`src/rtl/regfile_read_port_pkg.sv`:
```
// Shared sizes, register word type and stage-1 control payload for the register-file read port.
package regfile_read_port_pkg;

  localparam int unsigned NREGS    = 32;
  localparam int unsigned DATA_W   = 32;
  localparam int unsigned ADDR_W   = 5;
  localparam int unsigned GRP_N    = 8;
  localparam int unsigned NGRP     = NREGS / GRP_N;
  localparam int unsigned SEL_LO_W = 3;
  localparam int unsigned SEL_HI_W = ADDR_W - SEL_LO_W;

  typedef logic [DATA_W-1:0] word_t;

  typedef struct packed {
    logic [SEL_HI_W-1:0] hi;
    logic                byp;
    word_t               byp_data;
  } s1_ctl_t;

endpackage

```
`src/rtl/regfile_read_port_if.sv`:
```
// Read request / read response handshake bundle of the register-file read port.
interface regfile_read_port_if;
  import regfile_read_port_pkg::*;

  logic              in_valid;
  logic [ADDR_W-1:0] in_sel;
  logic              in_ready;
  logic              out_valid;
  word_t             out_data;
  logic              out_ready;

  modport master (
    output in_valid, in_sel, out_ready,
    input  in_ready, out_valid, out_data
  );

  modport slave (
    input  in_valid, in_sel, out_ready,
    output in_ready, out_valid, out_data
  );

endinterface

```
`src/rtl/mux8_1.sv`:
```
// Combinational 8:1 word selector used for the stage-1 partial reads.
module mux8_1
  import regfile_read_port_pkg::*;
(
  input  word_t               d [GRP_N],
  input  logic [SEL_LO_W-1:0] sel,
  output word_t               y
);

  assign y = d[sel];

endmodule

```
`src/rtl/regfile_read_port.sv`:
```
// Two-stage pipelined register-file read port with write bypass and hard-wired zero register.
module regfile_read_port
  import regfile_read_port_pkg::*;
(
  input  logic              clk,
  input  logic              reset_n,
  input  word_t             regs [NREGS],
  input  logic              wr_en,
  input  logic [ADDR_W-1:0] wr_addr,
  input  word_t             wr_data,
  regfile_read_port_if.slave bus
);

  logic    s1_v;
  logic    s2_v;
  logic    s2_adv_c;
  logic    s1_adv_c;
  logic    in_ready_c;
  logic    accept_c;
  logic    byp_c;
  word_t   grp_c  [NGRP][GRP_N];
  word_t   part_c [NGRP];
  word_t   s1_part [NGRP];
  s1_ctl_t s1_ctl;
  word_t   out_q;

  // Split the file into groups of eight; register 0 always reads as zero.
  always_comb begin
    for (int g = 0; g < int'(NGRP); g++) begin
      for (int i = 0; i < int'(GRP_N); i++) begin
        grp_c[g][i] = regs[g*int'(GRP_N) + i];
      end
    end
    grp_c[0][0] = '0;
  end

  for (genvar g = 0; g < int'(NGRP); g++) begin : g_mux
    mux8_1 u_mux (
      .d   (grp_c[g]),
      .sel (bus.in_sel[SEL_LO_W-1:0]),
      .y   (part_c[g])
    );
  end

  // A same-cycle write to the requested register wins over the stale file contents.
  assign byp_c = wr_en && (wr_addr == bus.in_sel) && (bus.in_sel != '0);

  assign s2_adv_c   = !s2_v || bus.out_ready;
  assign s1_adv_c   = s1_v && s2_adv_c;
  assign in_ready_c = !s1_v || s1_adv_c;
  assign accept_c   = bus.in_valid && in_ready_c;

  assign bus.in_ready  = in_ready_c;
  assign bus.out_valid = s2_v;
  assign bus.out_data  = out_q;

  // Stage 1: capture the partial reads and bypass decision; bubbles leave data untouched.
  always_ff @(posedge clk or negedge reset_n) begin
    if (!reset_n) begin
      s1_v   <= 1'b0;
      s1_ctl <= '0;
      for (int g = 0; g < int'(NGRP); g++) begin
        s1_part[g] <= '0;
      end
    end else begin
      if (in_ready_c) begin
        s1_v <= accept_c;
      end
      if (accept_c) begin
        s1_part <= part_c;
        s1_ctl  <= '{hi: bus.in_sel[ADDR_W-1:SEL_LO_W], byp: byp_c, byp_data: wr_data};
      end
    end
  end

  // Stage 2: final group select; holds while the consumer stalls.
  always_ff @(posedge clk or negedge reset_n) begin
    if (!reset_n) begin
      s2_v  <= 1'b0;
      out_q <= '0;
    end else if (s2_adv_c) begin
      s2_v <= s1_v;
      if (s1_v) begin
        out_q <= s1_ctl.byp ? s1_ctl.byp_data : s1_part[s1_ctl.hi];
      end
    end
  end

endmodule

```
`src/flat_wrapper.sv`:
```
// flat-port wrapper written by rule: the top's interface ports become plain ports
module regfile_read_port_flat import regfile_read_port_pkg::*;
  (clk, reset_n, regs, wr_en, wr_addr, wr_data, bus_in_valid, bus_in_sel, bus_out_ready, bus_in_ready, bus_out_valid, bus_out_data);
  regfile_read_port_if bus_i ();
  input  logic clk;
  input  logic reset_n;
  input  word_t regs[NREGS];
  input  logic wr_en;
  input  logic [ADDR_W-1:0] wr_addr;
  input  word_t wr_data;
  input wire logic [$bits(bus_i.in_valid)-1:0] bus_in_valid;
  input wire logic [$bits(bus_i.in_sel)-1:0] bus_in_sel;
  input wire logic [$bits(bus_i.out_ready)-1:0] bus_out_ready;
  output wire logic [$bits(bus_i.in_ready)-1:0] bus_in_ready;
  output wire logic [$bits(bus_i.out_valid)-1:0] bus_out_valid;
  output wire logic [$bits(bus_i.out_data)-1:0] bus_out_data;
  assign bus_i.in_valid = bus_in_valid;
  assign bus_i.in_sel = bus_in_sel;
  assign bus_i.out_ready = bus_out_ready;
  assign bus_in_ready = bus_i.in_ready;
  assign bus_out_valid = bus_i.out_valid;
  assign bus_out_data = bus_i.out_data;
  regfile_read_port u_core (.clk(clk), .reset_n(reset_n), .regs(regs), .wr_en(wr_en), .wr_addr(wr_addr), .wr_data(wr_data), .bus(bus_i));
endmodule
```
`config.mk`:
```
export PLATFORM = sky130hd
export DESIGN_NAME = regfile_read_port_flat
export DESIGN_NICKNAME = d
export VERILOG_FILES = /design/src/rtl/regfile_read_port_pkg.sv /design/src/rtl/regfile_read_port_if.sv /design/src/rtl/mux8_1.sv /design/src/rtl/regfile_read_port.sv /design/src/flat_wrapper.sv
export SDC_FILE = /design/constraint.sdc
export NUM_CORES = 1
export LEC_CHECK = 0
export ABC_AREA = 1
export CAP_MARGIN = 20
export CORE_AREA = 2 2 426 428
export CTS_CLUSTER_DIAMETER = 200
export DETAILED_ROUTE_END_ITERATION = 16
export DIE_AREA = 0 0 428 430
export DONT_BUFFER_PORTS = 1
export SYNTH_ARGS = -nofsm -noshare
export SYNTH_HDL_FRONTEND = slang
export SYNTH_SLANG_ARGS = --single-unit
```
`constraint.sdc`:
```
create_clock -name clk -period 1.7 [get_ports clk]
set_input_delay 0.34 -clock clk [delete_from_list [all_inputs] [get_ports clk]]
set_output_delay 0.34 -clock clk [all_outputs]
set_load 0.01 [all_outputs]
```
-- Yosys cells after proc, flatten, opt, wreduce, memory -nomap -nowiden
Cells that the tools add are included.
- $lt $le $gt $ge: 2
- equal/unequal tests: 1
- multiplexer cells: 16
- bitwise gates (word level): 2
- reductions and logical operators: 10
- operator list (kind ; count):
    $bmux W32 S3 ; 4
    $mux W32 ; 11
    $bmux W32 S2 ; 1
    $eq A5 B5 Y1 ; 1
    $reduce_bool A5 Y1 ; 1
    $ge A4 B4 Y1 const B ; 1
    $logic_and A1 B1 Y1 ; 4
    $not A3 Y4 ; 1
    $ge A3 B3 Y1 const B ; 1
    $not A2 Y3 ; 1
    $logic_not A1 Y1 ; 2
    $logic_or A1 B1 Y1 ; 2
    $reduce_and A2 Y1 ; 1
- register bits: 197
- output and inout port bits: 34
- logic and storage cells: 41

-- Depth between registers and ports, before layout
Gate-level depths: netlist of run 1.
- depth after elaboration: 5
- depth in mapped cells: 10

-- Modules after synthesis
A second synthesis of run 1 with hierarchy kept.
- cells, all modules: 4597
- area, all modules: 23070.9 um2
- modules (own cells, without submodules) (module ; times used ; cells an instance ; area each (um2) ; sequential area each (um2)):
    mux8_1 ; 4 ; 851 ; 3484.6 ; 0.0
    regfile_read_port ; 1 ; 1193 ; 9132.5 ; 4929.7

-- Worst setup path before layout of run 1
No wires, ideal clock.
- path kind: input -> register
- start point: in bus_in_sel[0]
- end point: reg u_core.s1_part[82] in the netlist's numbering
- arrival time: 1.276 ns
- path slack: 0.306 ns
- stages: 8
- path through: buf_2 > buf_2 > clkbuf_1 > nand2_1 > nand3_1 > nand3_1 > nand3_1 > nand2_1
- longest elaborated chain between the ends: 4
- RTL lines (item ; line ; text):
    start, declared ; flat_wrapper.sv:12 ; input wire logic [$bits(bus_i.in_sel)-1:0] bus_in_sel;
    $not A3 Y4 (implied by the code) ; mux8_1.sv:10 ; assign y = d[sel];
    $bmux W32 S3 ; mux8_1.sv:10 ;
    $mux W32 (implied by the code) (2 in series) ; mux8_1.sv:10 ;
    end signal, assigned ; regfile_read_port.sv:70 ; s1_part <= part_c;
    end, declared ; regfile_read_port.sv:23 ; word_t s1_part [NGRP];
Every way passes these cells. The select of a mux whose other input is x is not followed.
A chain may end at the register's enable or synchronous reset.

-- Worst setup path in the final report of run 1
- start point: in bus_in_sel[0]
- end point: reg u_core.s1_part[127] in the netlist's numbering
The elaborated chain is that of the path after synthesis.

==> run_results.csv, run 1 <==
group,metric,value,unit
synth,synth_warnings,0,
synth,synth.avg_cell_area,5.34,um2
sta,worst_slack,-0.260,ns
worst_setup_path,critPathRequiredTime,2.12,ns
synth,ys_ff_latch,197,
clock_tree,htreeDepth,4,
worst_setup_path,cp_top_family,"buffers and inverters",
sta,finalCritPeriodShare,115,%
worst_setup_path,crit_arrival,2.38,ns
synth,ys_seq_area_share,27.0,%
floorplan,num_rows,156,
synth,synthAdderAreaFrac,0,%
pwr,leakagePower,11.8,nW
sta,layout_min_cycle_time,1.96,ns
sta,holdWs,-0.504,ns
synth,synth_compound_area_share,6.83,%
synth,syn_nets,4496,
pwr,power,18.3,mW
worst_setup_path,crit_type,"primary input to flip-flop",
clock_tree,cts_root_buf,"clkbuf_16",
status,outcome,"finished, violations left",
sta,final_hold_viol_count,197,
synth,synth_top_family_by_area,"simple AND/OR/NAND/NOR gates",
clock_tree,cts.sinks,197,
synth,synth_edf_count,0,
global_routing,antenna_found_initial,49,
global_routing,grt_pass1_vias,21300,
sta,maxSlewViolCount,0,
sta,max_freq,510,MHz
placement,dp_hpwl,123000,um
routing,drt_iter0_drc,2246,
min_path,holdCritPathClass,"primary input to asynchronous set/reset pin",
worst_setup_path,path_cells,"clkinv_16 > nor2_4 > buf_4 > buf_4 > buf_12 > nand2_1 > nand3_1 > nand3_1 > nand2_1",
synth,synth-xor-area-share,0.0479,%
clock_tree,tritoncts,"yes",
status,violations,"negative hold slack, negative setup slack",
worst_setup_path,critPathMaxStageDelay,0.29,ns
routing,met3_length,12000,um
synth,yosys-mux-area-fraction,0,%
worst_setup_path,path_buf_inv,4,
routing,antenna_left,0,
floorplan,io_pins,1105,
clock_tree,clockBufferDepth,2,
finish,drive_gt1_share,6.66,%
floorplan,die_x,428,um
clock_tree,clkLatencyLatePin,0.53,ns
floorplan,core_area,180000,um2
sta,rsz0062_at_grt,"no",
finish,fill_cells,21200,
finish,areaGrowthSynthToFinish,27.7,%
worst_setup_path,path_max_fanout,414,
pwr,irDropWorstVdd,0.670,mV
global_routing,grt_pass1_wl,192000,um
sta,final-setup-viol-count,126,
global_routing,global_route.overflow_total,0,
sta,relSlewSlack,0.290,%
worst_setup_path,slowest_stage,"clkinv_16",
finish,nNetsFinal,4482,
clock_tree,hold_buffers,32,
routing,vias,22600,
routing,drt_wl_total,147000,um
routing,top_layer,"met5",
global_routing,grt_max_degree,415,
clock_tree,numCtsBuffers,17,
placement,dp_slack,-0.225,ns
run,max_cap_viol_count,0,
pwr,p_per_area,783,nW/um2
sta,tightest_slew,1.50,ns
placement,port_buffers,0,
worst_setup_path,startpoint_type,"primary input",
worst_setup_path,reg2reg_from,"u_core.s1_ctl[33]",
worst_setup_path,cp-startpoint,"bus_in_sel[0]",
routing,drc_errors,0,
synth,async_flop_share,100,%
floorplan,die_h,430,um
routing,route.met2.wl,69700,um
clock_tree,clkSlewWorstSetupHoldPaths,0.10,ns
routing,via_per_inst,3.89,
worst_setup_path,critPathCaptureType,"flip-flop",
synth,synth_cell_types,18,
floorplan,start_util,10.2,%
routing,dr.pass1.iters,5,
sta,skew,0.0255,ns
routing,wl_met1,62000,um
synth,synth_cells,3425,
global_routing,grtUsageTotal,15.3,%
synth,synthSimpleGateAreaFrac,53.5,%
placement,place.gp.congestion,0.999,
floorplan,dieArea,184000,um2
synth,synth_ff_type,"dfrtp_1",
finish,utilization,13.0,%
routing,wl_per_cell,25.2,um
synth,synthesis.area,18300,um2
layer usage:
layer,vias to the layer above,track usage [%]
met2,1175,25.3
li1,10600,-
met1,10600,19.5
met5,-,0
met4,34,3.07
met3,145,4.68
metrics by stage:
stage | setup TNS (ns) | instances | hold slack, ns | area (um2)
after floorplan | 0 | 3425 | 0.0444 | 18300
after global placement | -4.58 | 5728 | 0.0733 | 22200
after detailed placement | -7.12 | 5728 | 0.0736 | 22200
after CTS | 0 | 5792 | -0.535 | 23200
after global routing | 0 | 5805 | -0.553 | 23300
final | -15.59 | 5818 | -0.504 | 23400
synthesized netlist by cell type (2+ instances only):
master / instances / area share (%)
clkinv_1: 2 / 0.041
buf_2: 132 / 3.6
dfrtp_1: 197 / 27
nand3_1: 574 / 16
inv_1: 321 / 6.6
a21oi_1: 217 / 5.9
clkbuf_1: 86 / 1.8
o21ai_0: 19 / 0.52
inv_2: 4 / 0.082
nand2_1: 1691 / 35
o211ai_1: 9 / 0.37
nor2_1: 142 / 2.9
buf_1: 26 / 0.53
cell families (layout without fill, tap and decap cells):
kind of cell,after synthesis,after routing
other,0,24
buffers and inverters,572,571
XOR/XNOR,1,1
AND/OR/NAND/NOR,2410,2410
AO/OA/AOI/OAI,245,245
flip-flops,197,197
sequential cells by signal, summed over array words and instances (netlist names):
| signal | count |
|---|---|
| u_core.s1_part | 128 |
| u_core.s1_ctl | 35 |
| u_core.s1_v | 1 |
| u_core.bus.out_valid | 1 |
| u_core.bus.out_data | 32 |
power breakdown:
part | total (mW) | leakage, nW | switching (mW) | internal, mW
clock | 4.88 | 0.320 | 2.76 | 2.12
combinational | 6.18 | 9.11 | 4.01 | 2.16
sequential | 7.23 | 2.38 | 1.58 | 5.66
total | 18.3 | 11.8 | 8.35 | 9.94
area by class of cell:
cell class                 count  area (um2)  share of cell area (%)
multi-input combinational   2656       11100                    47.5
sequential                   197        4930                    21.1
tap                         2370        2970                    12.7
timing repair buffer         212        2380                    10.2
inverter                     327        1280                    5.46
clock buffer                  17         425                    1.82
clock inverter                15         234                    1.00
antenna                       24        60.1                   0.257
worst paths after layout:
path	to	slack, ns	cells past startpoint
min	u_core.bus.out_data[4]	-0.50	0
max	u_core.s1_part[127]	-0.26	9
min reg2reg	u_core.s1_ctl[3]	0.49	2
min in group clk	u_core.s1_part[71]	0.06	4
max reg2reg	u_core.bus.out_data[21]	0.09	6
max in group asynchronous	u_core.s1_part[30]	1.73	0
cells in the final DEF, fill, tap and decap left out, drive strengths merged:
cell,netlist,final
nand2,1692,1692
o21ai,19,19
o211ai,9,9
buf,159,179
nor2,143,143
dlygate4sd3,0,32
inv,325,337
diode,0,24
a21oi,217,217
dfrtp,197,197
nand3,575,575
xnor2,1,1
clkbuf,86,18
clkinv,2,5
timing repair:
action,CTS,global route
setup buffers,0,1
setup endpoints to repair,0,31
endpoints found under the hold margin,229,197
gates resized for setup,0,12
Power figures use the tool's default switching activity.
==> run 2, diff against run 1 <==
--- a/config.mk
+++ b/config.mk
@@ -11,7 +11,6 @@
 export CTS_CLUSTER_DIAMETER = 200
 export DETAILED_ROUTE_END_ITERATION = 16
 export DIE_AREA = 0 0 428 430
-export DONT_BUFFER_PORTS = 1
 export SYNTH_ARGS = -nofsm -noshare
 export SYNTH_HDL_FRONTEND = slang
 export SYNTH_SLANG_ARGS = --single-unit
==> run 2 against run 1 <==
Effect of this change:
- the run now ends clean
- total power is 21% higher
- combinational power is 68% higher
- clock power is 1% higher
==> run_results.csv, run 2 (synthesis gave the netlist of run 1 again) <==
group,metric,value,unit
status,outcome,"finished, final reports clean",
finish,layout_commonest_cell,"nand2_1",
finish,fin_cells,6939,
run,max_cap_viol_count,0,
placement,place.gp.congestion,0.929,
routing,wl_per_cell,23.0,um
sta,max_freq,603,MHz
placement,dp_hpwl,138000,um
floorplan,io_pins,1105,
floorplan,start_util,10.2,%
pwr,p_per_area,639,nW/um2
worst_setup_path,path_cells,"buf_4 > buf_12 > nand2_1 > nand3_1 > nand3_1 > a21oi_1",
sta,maxSlewViolCount,0,
routing,drt_wl_total,159000,um
global_routing,grt_pass1_vias,26600,
min_path,holdCritPathClass,"primary input to asynchronous set/reset pin",
worst_setup_path,crit_top_cell,"nand3_1",
placement,port_buffers,1072,
clock_tree,cts.sinks,197,
clock_tree,clockBufferDepth,2,
worst_setup_path,cp_top_family,"simple AND/OR/NAND/NOR gates",
sta,finalCritPeriodShare,97.5,%
clock_tree,clkLatencyLatePin,0.56,ns
floorplan,die_x,428,um
placement,dpl.cell_count,6895,
floorplan,die_h,430,um
worst_setup_path,startpoint_type,"flip-flop",
clock_tree,htreeDepth,4,
sta,skew,0.0311,ns
pwr,irDropWorstVdd,0.686,mV
routing,drc_errors,0,
routing,via_per_inst,3.89,
clock_tree,tritoncts,"yes",
floorplan,dieArea,184000,um2
global_routing,grt_max_degree,51,
routing,dr.pass1.iters,5,
floorplan,num_rows,156,
routing,antenna_left,0,
global_routing,grtUsageTotal,16.8,%
global_routing,antenna_found_initial,37,
finish,fill_cells,20600,
worst_setup_path,path_max_fanout,22,
finish,final_cell_mix,"nand2_1 (1689), clkdlybuf4s50_1 (1034), nand3_1 (569)",
sta,final_hold_viol_count,0,
finish,ff_latch_area,4930,um2
worst_setup_path,crit_arrival,2.09,ns
worst_setup_path,crit_type,"flip-flop to flip-flop",
worst_setup_path,path_buf_inv,2,
sta,relSlewSlack,67.5,%
worst_setup_path,slowest_stage,"dfrtp_2",
finish,nNetsFinal,5620,
worst_setup_path,critPathRequiredTime,2.13,ns
worst_setup_path,critPathCaptureType,"flip-flop",
sta,tightest_slew,0.488,ns
routing,vias,27000,
clock_tree,cts_root_buf,"clkbuf_16",
worst_setup_path,critPathMaxStageDelay,0.45,ns
finish,areaGrowthSynthToFinish,89.7,%
routing,drt_iter0_drc,2041,
finish,multi_input_area,11100,um2
clock_tree,clkSlewWorstSetupHoldPaths,0.12,ns
global_routing,global_route.overflow_total,0,
pwr,leakagePower,16.5,nW
finish,largest_reg_flops,128,
finish,largest_register,"u_core.s1_part",
sta,final-setup-viol-count,0,
sta,fin_tns_setup,0,ns
global_routing,grt_pass1_wl,214000,um
floorplan,core_area,180000,um2
sta,layout_min_cycle_time,1.66,ns
clock_tree,numCtsBuffers,17,
finish,drive_gt1_share,7.39,%
run 2: path summary, 6_finish.rpt:
kind | slack (ns) | cells past startpoint | endpoint | from
worst max register to register | 0.04 | 6 | u_core.bus.out_data[14] | u_core.s1_ctl[33]
worst min-delay path | 0.26 | 2 | u_core.bus.out_data[7] | reset_n
min in group clk | 0.35 | 3 | u_core.s1_ctl[8] | wr_data[8]
max in group asynchronous | 0.82 | 3 | u_core.bus.out_data[24] | reset_n
worst min register to register | 0.48 | 2 | u_core.bus.out_data[29] | u_core.bus.out_data[29]
worst max-delay path | 0.04 | 6 | u_core.bus.out_data[14] | u_core.s1_ctl[33]
run 2: where the power goes:
group	internal, mW	total [mW]	switching [mW]	leakage (nW)
logic	4.88	10.4	5.57	13.8
registers	5.66	6.78	1.12	2.38
clock network	2.13	4.93	2.80	0.321
total	12.7	22.2	9.49	16.5
run 2: layout make-up:
cell class | count | share of cell area [%]
clock buffers | 17 | 1.23
repair buffers | 1350 | 39.7
multi-input cells | 2656 | 32.0
diodes | 7 | 0.0505
flip-flops and latches | 197 | 14.2
clock inverters | 15 | 0.682
inverters | 327 | 3.62
well taps | 2370 | 8.55
run 2: timing repair:
item | in CTS | in global routing
pin swaps | 1 | 2
endpoints found under the hold margin | 140 | 0
hold buffers | 1 | 0
setup endpoints to repair | 34 | 16
resized for setup | 41 | 4
setup buffers | 0 | 4
run 2: layer usage:
layer / track usage [%] / part of all wire [%] / routed length (um)
met3: 2.97 / 5.7 / 9100
met1: 21.1 / 42 / 67300
met2: 29.8 / 50 / 79900
met5: 0 / 0.086 / 137
met4: 3.17 / 1.9 / 2970
run 2: metrics by stage:
stage / hold WS, ns / power, mW / setup slack [ns] / instance area, um2 / util, %
after CTS: 0.227 / 22.8 / 0.00304 / 34600 / 19.3
after floorplan: 0.0444 / 9.95 / 0.306 / 18300 / -
final: 0.256 / 22.2 / 0.0421 / 34700 / 19.3
after global routing: 0.237 / 23.7 / -0.00632 / 34700 / 19.3
after detailed placement: 0.252 / 17.8 / -0.296 / 34000 / 18.9
after global placement: 0.257 / 17.7 / -0.286 / 34000 / 18.9
==> run 3, diff against run 2 <==
==> constraint.sdc (replaced) <==
create_clock -name clk -period 1.95 [get_ports clk]
set_input_delay 0.39 -clock clk [delete_from_list [all_inputs] [get_ports clk]]
set_output_delay 0.39 -clock clk [all_outputs]
set_load 0.01 [all_outputs]
==> run 3 against run 2 <==
Effect of this change:
- global-route usage decreased by 0.41 points
- die area unchanged
- clock power decreased by 14%
- worst hold slack improved by 0.12 ns
- largest cell class unchanged
==> run_results.csv, run 3 (synthesis gave the netlist of run 1 again) <==
group,metric,value,unit
status,outcome,"finished, final reports clean",
finish,nNetsFinal,5554,
floorplan,io_pins,1105,
worst_setup_path,startpoint_type,"flip-flop",
global_routing,grt_pass1_vias,25600,
pwr,p_per_area,559,nW/um2
finish,largest_reg_flops,128,
global_routing,antenna_found_initial,44,
clock_tree,clkLatencyLatePin,0.55,ns
routing,drt_wl_total,156000,um
routing,met3_length,7900,um
finish,largest_register,"u_core.s1_part",
clock_tree,cts_root_buf,"clkbuf_16",
pwr,leakagePower,16.1,nW
routing,dr.pass1.iters,8,
worst_setup_path,path_max_fanout,2,
clock_tree,tritoncts,"yes",
run,max_cap_viol_count,0,
routing,antenna_left,0,
finish,final_cell_mix,"nand2_1 (1690), clkdlybuf4s50_1 (1048), nand3_1 (573)",
sta,final-setup-viol-count,0,
worst_setup_path,slowest_stage,"clkdlybuf4s50_1",
worst_setup_path,critPathCaptureType,"output port",
worst_setup_path,crit_cells,1,
worst_setup_path,r2r_cells,7,
sta,finalCritPeriodShare,96.4,%
clock_tree,clockBufferDepth,2,
pwr,irDropWorstVdd,0.668,mV
clock_tree,clkSlewWorstSetupHoldPaths,0.11,ns
finish,utilization,18.9,%
sta,relSlewSlack,63.6,%
routing,drt_iter0_drc,2105,
finish,layout_commonest_cell,"nand2_1",
pwr,pwr-share-comb,46.8,%
global_routing,grt_pass1_wl,208000,um
sta,rsz0062_at_grt,"no",
clock_tree,numCtsBuffers,17,
routing,drc_errors,0,
worst_setup_path,critPathRequiredTime,1.56,ns
floorplan,num_rows,156,
worst_setup_path,path_cells,"clkdlybuf4s50_1",
pwr,switchingPower,8.12,mW
routing,top_layer,"met5",
sta,max_freq,532,MHz
floorplan,core_area,180000,um2
sta,final_hold_viol_count,0,
floorplan,start_util,10.2,%
floorplan,dieArea,184000,um2
routing,via_per_inst,3.86,
sta,maxSlewViolCount,0,
finish,fill_cells,20600,
finish,areaGrowthSynthToFinish,86.1,%
routing,vias,26600,
pwr,seqPwrFrac,31.0,%
routing,wl_per_cell,22.7,um
clock_tree,post_cts_buffers,0,
sta,skew,0.0253,ns
clock_tree,htreeDepth,4,
global_routing,global_route.overflow_total,0,
placement,port_buffers,1072,
global_routing,grtUsageTotal,16.3,%
pwr,swShare,42.7,%
floorplan,die_x,428,um
worst_setup_path,critPathMaxStageDelay,0.58,ns
min_path,holdCritPathClass,"primary input to asynchronous set/reset pin",
pwr,power,19.0,mW
finish,drive_gt1_share,5.81,%
placement,dp_hpwl,133000,um
sta,holdWs,0.375,ns
floorplan,die_h,430,um
sta,tightest_slew,0.547,ns
global_routing,grt_max_degree,71,
routing,route.met2.wl,77800,um
clock_tree,cts.sinks,197,
worst_setup_path,path_buf_inv,1,
finish,finalInstanceArea,34000,um2
placement,placed_area,33300,um2
routing,wl_met1,67200,um
pwr,power_frac_clock,22.2,%
worst_setup_path,cp_top_family,"buffers and inverters",
sta,layout_min_cycle_time,1.88,ns
placement,place.gp.congestion,0.936,
worst_setup_path,crit_type,"flip-flop to output port",
pwr,internal-power,10.9,mW
worst_setup_path,crit_arrival,1.49,ns
-- run 3: cell types whose count changed in the layout (fill, tap and decap cells not counted), sizes merged --
cell,change
buf,-70
clkdlybuf4s15,-2
clkdlybuf4s50,+14
clkinv,+3
diode,+14
dlygate4sd2,-13
dlymetal6s2s,+5
inv,-3
-- run 3: worst paths after layout --
| path | from | to | slack [ns] |
|---|---|---|---|
| min reg2reg | u_core.bus.out_data[29] | u_core.bus.out_data[29] | 0.48 |
| max reg2reg | u_core.s1_ctl[33] | u_core.bus.out_data[14] | 0.21 |
| min | reset_n | u_core.s1_v | 0.37 |
| min in group clk | wr_data[14] | u_core.s1_ctl[14] | 0.39 |
| max in group asynchronous | reset_n | u_core.s1_part[22] | 0.89 |
| max | u_core.bus.out_data[22] | bus_out_data[22] | 0.07 |
-- run 3: timing repair --
item | in CTS | in global routing
endpoints found under the hold margin | 42 | 0
cloned | 0 | 0
hold buffers | 1 | 0
setup endpoints to repair | 14 | 6
gates resized for setup | 14 | 6
-- run 3: per-layer routing --
metal  vias to the layer above  global-route usage, %
met4                        26                   3.35
met3                       154                   2.61
met2                      1072                   28.9
met1                     12600                   20.8
met5                         -                      0
li1                      12700                      -
-- run 3: layout make-up --
cell class | instances | area, um2 | share of cell area (%)
tap | 2370 | 2970 | 8.71
clock inverter | 15 | 246 | 0.724
antenna | 21 | 52.6 | 0.154
multi-input combinational | 2656 | 11100 | 32.5
inverter | 327 | 1260 | 3.69
clock buffer | 17 | 425 | 1.25
timing repair buffer | 1284 | 13100 | 38.4
sequential | 197 | 4930 | 14.5
-- run 3: power groups by stage --
| stage | sequential [mW] | combinational (mW) | clock [mW] |
|---|---|---|---|
| finish | 5.89 | 8.90 | 4.23 |
| global route | 6.01 | 9.68 | 4.59 |
| CTS | 5.98 | 9.08 | 4.46 |
| detailed placement | 6.06 | 9.11 | 0 |
| global placement | 6.06 | 9.08 | 0 |
| floorplan | 5.51 | 3.16 | 0 |
-- run 3: stage by stage --
stage	TNS [ns]	cells	setup slack [ns]
3_3_place_gp	-0.587	6833	-0.305
2_1_floorplan	0	3425	0.506
6_report	0	6887	0.0700
4_1_cts	0	6866	0.00463
5_1_grt	0	6874	0.00256
3_5_place_dp	-0.661	6833	-0.309
